## src/rtl/riscv_immdec_pipe_pkg.sv

```systemverilog
// Shared definitions for the pipelined immediate decoder.
// The immediate-format select codes live here so that the decode stage and
// any instruction predecoder agree on one encoding.
package riscv_immdec_pipe_pkg;

    localparam int IMM_SRC_W = 3;

    // Immediate format select codes
    localparam logic [IMM_SRC_W-1:0] SRC_IMM_I   = 3'd0;
    localparam logic [IMM_SRC_W-1:0] SRC_IMM_S   = 3'd1;
    localparam logic [IMM_SRC_W-1:0] SRC_IMM_B   = 3'd2;
    localparam logic [IMM_SRC_W-1:0] SRC_IMM_U   = 3'd3;
    localparam logic [IMM_SRC_W-1:0] SRC_IMM_J   = 3'd4;
    localparam logic [IMM_SRC_W-1:0] SRC_IMM_Z   = 3'd5;   // CSR zimm (uimm[4:0])
    localparam logic [IMM_SRC_W-1:0] SRC_IMM_SH  = 3'd6;   // shift amount
    localparam logic [IMM_SRC_W-1:0] SRC_IMM_ILL = 3'd7;   // unsupported

    // Sign-extend a 32-bit value to 64 bits; narrower datapaths truncate.
    function automatic logic [63:0] sext32(input logic [31:0] val);
        sext32 = {{32{val[31]}}, val};
    endfunction

endpackage

```

## src/rtl/riscv_immdec_fmt.sv

```systemverilog
// Purely combinational immediate extraction for one instruction word.
// Every format is first built as a 32-bit value and then widened, so the same
// field logic serves XLEN=32 and XLEN=64.
module riscv_immdec_fmt
    import riscv_immdec_pipe_pkg::*;
#(
    parameter int XLEN = 32
) (
    input  logic [31:0]          instr,
    input  logic [IMM_SRC_W-1:0] src,
    output logic [XLEN-1:0]      imm,
    output logic                 err
);

    logic [63:0] imm_i64;
    logic [63:0] imm_s64;
    logic [63:0] imm_b64;
    logic [63:0] imm_u64;
    logic [63:0] imm_j64;
    logic [63:0] imm_z64;
    logic [63:0] imm_sh64;

    // Opcode bits never contribute to any immediate.
    logic unused_opcode;
    assign unused_opcode = ^instr[6:0];

    // Field extraction for every format in parallel; the select below picks one.
    always_comb begin
        imm_i64  = sext32({{20{instr[31]}}, instr[31:20]});
        imm_s64  = sext32({{20{instr[31]}}, instr[31:25], instr[11:7]});
        imm_b64  = sext32({{19{instr[31]}}, instr[31], instr[7], instr[30:25],
                           instr[11:8], 1'b0});
        imm_u64  = sext32({instr[31:12], 12'b0});
        imm_j64  = sext32({{11{instr[31]}}, instr[31], instr[19:12], instr[20],
                           instr[30:21], 1'b0});
        imm_z64  = {59'b0, instr[19:15]};
        // RV64 shifts use a 6-bit shamt; RV32 only 5 bits.
        if (XLEN == 64) begin
            imm_sh64 = {58'b0, instr[25:20]};
        end else begin
            imm_sh64 = {59'b0, instr[24:20]};
        end
    end

    // Format select; unsupported codes yield a zero immediate and flag an error.
    always_comb begin
        imm = '0;
        err = 1'b0;
        case (src)
            SRC_IMM_I:  imm = imm_i64[XLEN-1:0];
            SRC_IMM_S:  imm = imm_s64[XLEN-1:0];
            SRC_IMM_B:  imm = imm_b64[XLEN-1:0];
            SRC_IMM_U:  imm = imm_u64[XLEN-1:0];
            SRC_IMM_J:  imm = imm_j64[XLEN-1:0];
            SRC_IMM_Z:  imm = imm_z64[XLEN-1:0];
            SRC_IMM_SH: imm = imm_sh64[XLEN-1:0];
            default: begin
                imm = '0;
                err = 1'b1;
            end
        endcase
    end

    // The upper half of the 64-bit intermediates is dropped when XLEN=32.
    logic unused_upper;
    assign unused_upper = ^{imm_i64, imm_s64, imm_b64, imm_u64, imm_j64,
                            imm_z64, imm_sh64};

endmodule

```

## src/rtl/riscv_immdec_pipe.sv

```systemverilog
// Registered immediate decoder with valid/ready on both sides.
// Two storage entries: OUT drives the outputs, SKID absorbs the one extra
// instruction that can arrive while OUT is stalled, so o_ready is a pure flop.
module riscv_immdec_pipe
    import riscv_immdec_pipe_pkg::*;
#(
    parameter int XLEN  = 32,
    parameter int TAG_W = 8
) (
    input  logic                 i_clk,
    input  logic                 i_rst,
    input  logic                 i_flush,
    input  logic                 i_valid,
    output logic                 o_ready,
    input  logic [31:0]          i_imm_instr,
    input  logic [IMM_SRC_W-1:0] i_imm_src,
    input  logic [TAG_W-1:0]     i_tag,
    output logic                 o_valid,
    input  logic                 i_ready,
    output logic [XLEN-1:0]      o_imm_dec,
    output logic                 o_imm_err,
    output logic [TAG_W-1:0]     o_tag
);

    logic [XLEN-1:0]  dec_imm;
    logic             dec_err;

    logic             out_valid_q,  out_valid_d;
    logic [XLEN-1:0]  out_imm_q,    out_imm_d;
    logic             out_err_q,    out_err_d;
    logic [TAG_W-1:0] out_tag_q,    out_tag_d;

    logic             skid_valid_q, skid_valid_d;
    logic [XLEN-1:0]  skid_imm_q,   skid_imm_d;
    logic             skid_err_q,   skid_err_d;
    logic [TAG_W-1:0] skid_tag_q,   skid_tag_d;

    logic             ready_q,      ready_d;

    logic             accept;
    logic             fire;

    riscv_immdec_fmt #(
        .XLEN (XLEN)
    ) u_fmt (
        .instr (i_imm_instr),
        .src   (i_imm_src),
        .imm   (dec_imm),
        .err   (dec_err)
    );

    assign accept = i_valid & ready_q;
    assign fire   = out_valid_q & i_ready;

    // Next-state for OUT/SKID: flush wins, then skid drain, then fill.
    always_comb begin
        out_valid_d  = out_valid_q;
        out_imm_d    = out_imm_q;
        out_err_d    = out_err_q;
        out_tag_d    = out_tag_q;
        skid_valid_d = skid_valid_q;
        skid_imm_d   = skid_imm_q;
        skid_err_d   = skid_err_q;
        skid_tag_d   = skid_tag_q;

        if (i_flush) begin
            out_valid_d  = 1'b0;
            skid_valid_d = 1'b0;
        end else if (fire && skid_valid_q) begin
            // o_ready is low whenever SKID holds data, so no accept here.
            out_valid_d  = 1'b1;
            out_imm_d    = skid_imm_q;
            out_err_d    = skid_err_q;
            out_tag_d    = skid_tag_q;
            skid_valid_d = 1'b0;
        end else if (accept && (!out_valid_q || fire)) begin
            out_valid_d  = 1'b1;
            out_imm_d    = dec_imm;
            out_err_d    = dec_err;
            out_tag_d    = i_tag;
        end else if (accept) begin
            // OUT is stalled: park the new instruction in SKID.
            skid_valid_d = 1'b1;
            skid_imm_d   = dec_imm;
            skid_err_d   = dec_err;
            skid_tag_d   = i_tag;
        end else if (fire) begin
            out_valid_d  = 1'b0;
        end

        ready_d = ~skid_valid_d;
    end

    // State registers with synchronous reset.
    always_ff @(posedge i_clk) begin
        if (i_rst) begin
            out_valid_q  <= 1'b0;
            out_imm_q    <= '0;
            out_err_q    <= 1'b0;
            out_tag_q    <= '0;
            skid_valid_q <= 1'b0;
            skid_imm_q   <= '0;
            skid_err_q   <= 1'b0;
            skid_tag_q   <= '0;
            ready_q      <= 1'b1;
        end else begin
            out_valid_q  <= out_valid_d;
            out_imm_q    <= out_imm_d;
            out_err_q    <= out_err_d;
            out_tag_q    <= out_tag_d;
            skid_valid_q <= skid_valid_d;
            skid_imm_q   <= skid_imm_d;
            skid_err_q   <= skid_err_d;
            skid_tag_q   <= skid_tag_d;
            ready_q      <= ready_d;
        end
    end

    assign o_ready   = ready_q;
    assign o_valid   = out_valid_q;
    assign o_imm_dec = out_imm_q;
    assign o_imm_err = out_err_q;
    assign o_tag     = out_tag_q;

endmodule

```

## config.mk

```make
export PLATFORM = sky130hd
export DESIGN_NAME = riscv_immdec_pipe
export DESIGN_NICKNAME = d
export VERILOG_FILES = /design/src/rtl/riscv_immdec_pipe_pkg.sv /design/src/rtl/riscv_immdec_fmt.sv /design/src/rtl/riscv_immdec_pipe.sv
export SDC_FILE = /design/constraint.sdc
export NUM_CORES = 1
export LEC_CHECK = 0
export CAP_MARGIN = 25
export CELL_PAD_IN_SITES_DETAIL_PLACEMENT = 2
export CELL_PAD_IN_SITES_GLOBAL_PLACEMENT = 2
export CORE_ASPECT_RATIO = 0.5
export CORE_MARGIN = 5
export CORE_UTILIZATION = 34
export DETAILED_ROUTE_END_ITERATION = 6
export PLACE_DENSITY_LB_ADDON = 0.1
export SLEW_MARGIN = 20
export SYNTH_ARGS = -nofsm -noshare
export SYNTH_HDL_FRONTEND = slang
export SYNTH_HIERARCHICAL = 1
export SYNTH_SLANG_ARGS = --single-unit
```

## constraint.sdc

```tcl
create_clock -name i_clk -period 2.45 [get_ports i_clk]
set_input_delay 0.49 -clock i_clk [delete_from_list [all_inputs] [get_ports i_clk]]
set_output_delay 0.49 -clock i_clk [all_outputs]
set_load 0.01 [all_outputs]
```

# == Yosys cells after proc, flatten, opt, wreduce, memory -nomap -nowiden ==
# Index checks and enable logic that the tools add are counted.
# classes
n_eq_ne,7
reduce_logical,12
bitwise_logic,6
mux,16
# op_table
op,n
$pmux 32 s7,1
$mux 32,2
$mux 8,2
$mux 1,11
$eq 3x3->1 const B,3
$reduce_or 7->1,1
$eq 3x2->1 const B,2
$not 1->1,4
$reduce_and 2->1,2
$reduce_and 4->1,1
$eq 3x1->1 const B,1
$logic_not 3->1,1
$ne 3x1->1 const B,1
$reduce_bool 3->1,1
$and 1x1->1,2
$logic_and 1x1->1,2
$reduce_bool 2->1,1
$reduce_or 2->1,1
$logic_not 1->1,1
$logic_or 1x1->1,1
# word_totals
output_inout_bits,43
elab_cells,50
input_bits,48
ff_bits,85

# == Logic depth before layout (Yosys ltp) ==
# Gate-level depths: netlist of run 1.
# logic_depth
depth_word,7
mapped_depth,7

# == Cells and area by module ==
# The synthesis of run 1 kept the hierarchy.
# modules_own_cells
module,n_inst,cells_each,seq_area_each_um2,area_each_um2
riscv_immdec_pipe,1,394,1701.6,3841.2
riscv_immdec_fmt,1,87,0.0,585.6

# == Worst setup path after synthesis of run 1 ==
# Ideal clock, no wire load.
# synth_path
path_type,input port to flip-flop
start,in i_imm_src[1]
end,reg out_imm_q[20] (netlist: o_imm_dec[20])
setup_time_ns,0.081
arrival_ns,1.568
required_time_ns,2.369
slack_ns,0.801
cell_stages,7
path_cell_list,buf_6 -> maj3_2 -> nor2b_4 -> buf_6 -> a21o_1 -> mux2i_1 -> a211oi_2
# synth_via
elab_chain_len,4
elab_cells_between_ends,10
# synth_lines
item,line_no,source
start: declaration,riscv_immdec_pipe.sv:16,"input logic [IMM_SRC_W-1:0] i_imm_src,"
$eq 3x3->1 (tied with other cells),riscv_immdec_fmt.sv:49,case (src)
$pmux 32 s7 *,riscv_immdec_fmt.sv:49,
via dec_imm[20],riscv_immdec_pipe.sv:25,logic [XLEN-1:0] dec_imm;
$mux 32 *,riscv_immdec_pipe.sv:76,end else if (accept && (!out_valid_q || fire)) begin
$mux 32 *,riscv_immdec_pipe.sv:69,end else if (fire && skid_valid_q) begin
end signal: assignment,riscv_immdec_pipe.sv:108,out_imm_q <= out_imm_d;
end: declaration,riscv_immdec_pipe.sv:29,"logic [XLEN-1:0] out_imm_q, out_imm_d;"
# The timed path passes the listed nets; every way through them passes the cells marked *. The select of a mux whose other input is x is not followed.
# A chain may end at the register's enable or synchronous reset.

# == Worst setup path after layout of run 1 ==
# layout_path
start,in i_imm_src[0]
end,reg out_imm_q[15] (netlist: o_imm_dec[15])
# Same word-level chain as after synthesis.

==> flow_metrics.env, run 1 <==
export IMPL_cts_reportedPaths_clkPinSlew_ns=0.06
export IMPL_avgRoutedWirePerCell_microns=21.4
export IMPL_first_global_vias=4504
export IMPL_stdcell_area_sq_um=5740
export IMPL_path_delay_family="buffers and inverters"
export IMPL_fp_coreArea_sq_um=12700
export IMPL_antenna_found_initial=0
export IMPL_crit_buf_inv=2
export IMPL_final_core_util=0.452
export IMPL_maxClockFrequency_ghz=0.479
export IMPL_synth_seq_area_share=0.384
export IMPL_layout_commonest_cell="dfxtp_1"
export IMPL_antenna_cells=0
export IMPL_finalSetupViolations=0
export IMPL_worst_min_path_class="flip-flop to flip-flop"
export IMPL_mostFrequentLayoutCells="dfxtp_1 (85), clkdlybuf4s50_1 (82), a21oi_1 (56), o21ai_0 (44)"
export IMPL_main_combinational_cell_family_by_area_after_synthesis="compound AO/OA/AOI/OAI gates"
export IMPL_grt_max_degree=83
export IMPL_finalHoldViolCount=0
export IMPL_leakage_power_uw=0.00224
export IMPL_clock_tree_from_tritoncts="yes"
export IMPL_floorplan_io_pins=91
export IMPL_cp_arrival_ns=2.35
export IMPL_report_final_slew_viol_count=0
export IMPL_worst_setup_path_type="input pin to flip-flop"
export IMPL_proportion_of_register_bits_with_asynchronous_set_or_reset_after_synthesis=0
export IMPL_synth_cells=481
export IMPL_wire_length_of_the_first_global_routing_pass_microns=25000
export IMPL_drtIter0Drc=149
export IMPL_power_ir_vdd_worst_v=0.000296
export IMPL_synth_edff_count=0
export IMPL_final_layout_size_suffix_gt1_frac=0.157
export IMPL_critical_path_s_slowest_cell="clkdlybuf4s50_1"
export IMPL_power_density_nw_per_um2=601
export IMPL_critPathMaxFanout=8
export IMPL_vias_per_cell=5.75
export IMPL_first_pass_iters=4
export IMPL_clock_sink_count=85
export IMPL_cp_data_required_time_ns=2.71
export IMPL_layout_setup_ws_ns=0.363
export IMPL_post_route_min_period_ns=2.09
export IMPL_globalplace_congestion=0.787
export IMPL_grt_remaining_overflow=0
export IMPL_worst_path_cell_chain="clkdlybuf4s50_1, buf_4, and2_1, a21oi_1, o22ai_1, mux2i_1, a211oi_2"
export IMPL_synth_compound_gate_area_share=0.347
export IMPL_nets=588
export IMPL_unrepaired_setup_endpoints_after_global_routing="no"
export IMPL_dp_hpwl_microns=9830
export IMPL_relSlewSlack=0.587
export IMPL_synthesized_area_fraction_occupied_by_and_or_nand_nor_cells=0.0967
export IMPL_design_die_area_sq_um=15500
export IMPL_synth_warnings=6
export IMPL_post_route_period_util=0.852
export IMPL_io_buffers=83
export IMPL_postCtsResizedCells=0
export IMPL_floorplan_die_height_microns=90.7
export IMPL_synth_net_count=529
export IMPL_tightest_slew_ns=0.620
export IMPL_worst_setup_path_start_kind="input pin"
export IMPL_cpPeakStageDelay_ns=0.64
export IMPL_cts_hold_buffers_added=0
export IMPL_clkLatencyLatePin_ns=0.34
export IMPL_clock_tree_buffer_depth=2
export IMPL_antenna_violating_nets_left=0
export IMPL_totalNegativeSetupSlack_ns=0
export IMPL_core_rowCount=29
export IMPL_yosys_area_share_xor_xnor=0.00198
export IMPL_postSynth_topFlopCell="dfxtp_1"
export IMPL_floorplan_initialDensity=0.349
export IMPL_place_ws_ns=0.00397
export IMPL_cts_post_setup_buffers_inserted=0
export IMPL_cap_viol_max_count=0
export IMPL_placed_area_sq_um=5460
export IMPL_synth_cell_type_count=39
export IMPL_number_of_fill_cells=1384
export IMPL_critical_path_capture_point_type="flip-flop"
export IMPL_clock_tree_root_cell="clkbuf_16"
export IMPL_post_synthesis_adder_cell_area_fraction=0.00254
export IMPL_syn_avg_cell_area_sq_um=9.20
export IMPL_drcViolationCount=0
export IMPL_grtUsageTotal=0.200
export IMPL_cts_inserted_buffers=9
export IMPL_yosys_register_bits=85
export IMPL_area_growth_pct=29.6
export IMPL_detail_route_wirelength_microns=15200
export IMPL_via_count=4100
export IMPL_dieWidth_microns=171
export IMPL_synth_area_mux_share=0.0950
export IMPL_synth_cell_area_sq_um=4430
export IMPL_htree_num_levels=3
export IMPL_outcome="finished, final reports clean"
export IMPL_finalClockSkew_ns=0.00584
state kept, by name (all words and copies together) (netlist names):
| name | flops |
|---|---|
| skid_imm_q | 32 |
| o_imm_err | 1 |
| skid_err_q | 1 |
| o_valid | 1 |
| o_tag | 8 |
| o_imm_dec | 32 |
| skid_tag_q | 8 |
| o_ready | 1 |
| skid_valid_q | 1 |
layer usage:
layer	share of wire	global-route usage	vias up
li1	-	-	1941
met1	0.50	0.278	2078
met2	0.46	0.323	68
met3	0.032	0.0402	13
met4	0.0097	0.0369	0
met5	0	0	-
worst paths after layout:
check / from / to / slack (ns) / depth (start not counted)
setup reg to reg: o_valid / skid_imm_q[0] / 0.80 / 4
hold reg to reg: skid_imm_q[19] / skid_imm_q[19] / 0.48 / 2
setup / recovery: i_imm_src[0] / o_imm_dec[15] / 0.36 / 7
hold / removal: skid_imm_q[19] / skid_imm_q[19] / 0.48 / 2
final cells by class:
cell class	instances	area (sq um)	area share
multi-input combinational	332	2400	0.419
clock buffer	10	229	0.0399
timing repair buffer	107	1120	0.195
tap	170	213	0.0371
clock inverter	4	51.3	0.00894
sequential	85	1700	0.297
inverter	5	18.8	0.00327
power breakdown:
part,internal [uW],switching [uW],total [uW]
logic,300,340,640
clock network,779,565,1340
registers,1430,30.1,1460
cells in the mapped netlist, types with 3 or more instances:
cell	instances	area, sq um
inv_1	4	15.0
a221o_1	4	40.0
buf_1	6	22.5
buf_6	8	90.1
o22ai_1	7	43.8
a211oi_2	40	500
dfxtp_1	85	1700
a21oi_1	56	280
nor2b_1	7	43.8
mux2i_1	42	420
clkbuf_1	29	109
buf_2	15	75.1
a22o_1	5	43.8
a21o_1	12	90.1
nand2b_1	3	18.8
nand3_1	41	205
o21ai_0	44	220
and2b_1	4	30.0
a31oi_1	42	263
and3_1	6	37.5
worst reg2reg max path: cells and delay by family (launching register included):
kind	cells	cell delay, ns
DFF	1	0.51
and+or+nand+nor	1	0.36
AOI/OAI and AO/OA	2	0.35
buffers and inverters	1	0.30
stage by stage:
step / hold slack (ns) / cells / total power (uW)
2_1_floorplan: 0.453 / 481 / 1840
3_3_place_gp: 0.460 / 699 / 2130
3_5_place_dp: 0.472 / 699 / 2140
4_1_cts: 0.480 / 713 / 3490
5_1_grt: 0.503 / 713 / 3610
6_report: 0.478 / 713 / 3450
logic make-up after synthesis:
family,count (synthesis)
AOI/OAI and AO/OA,215
xor gates and xnor gates,1
adders and majority gates,1
buffers and inverters,64
DFF,85
muxes,42
and+or+nand+nor,73
No activity file was read; power rests on OpenSTA's default activity.
==> inputs of run 2 (changes only) <==
--- a/config.mk
+++ b/config.mk
@@ -5,7 +5,6 @@
 export SDC_FILE = /design/constraint.sdc
 export NUM_CORES = 1
 export LEC_CHECK = 0
-export CAP_MARGIN = 25
 export CELL_PAD_IN_SITES_DETAIL_PLACEMENT = 2
 export CELL_PAD_IN_SITES_GLOBAL_PLACEMENT = 2
 export CORE_ASPECT_RATIO = 0.5
==> results of run 2 <==
Same layout as run 1: the final DEF is identical, and so are final timing and power.
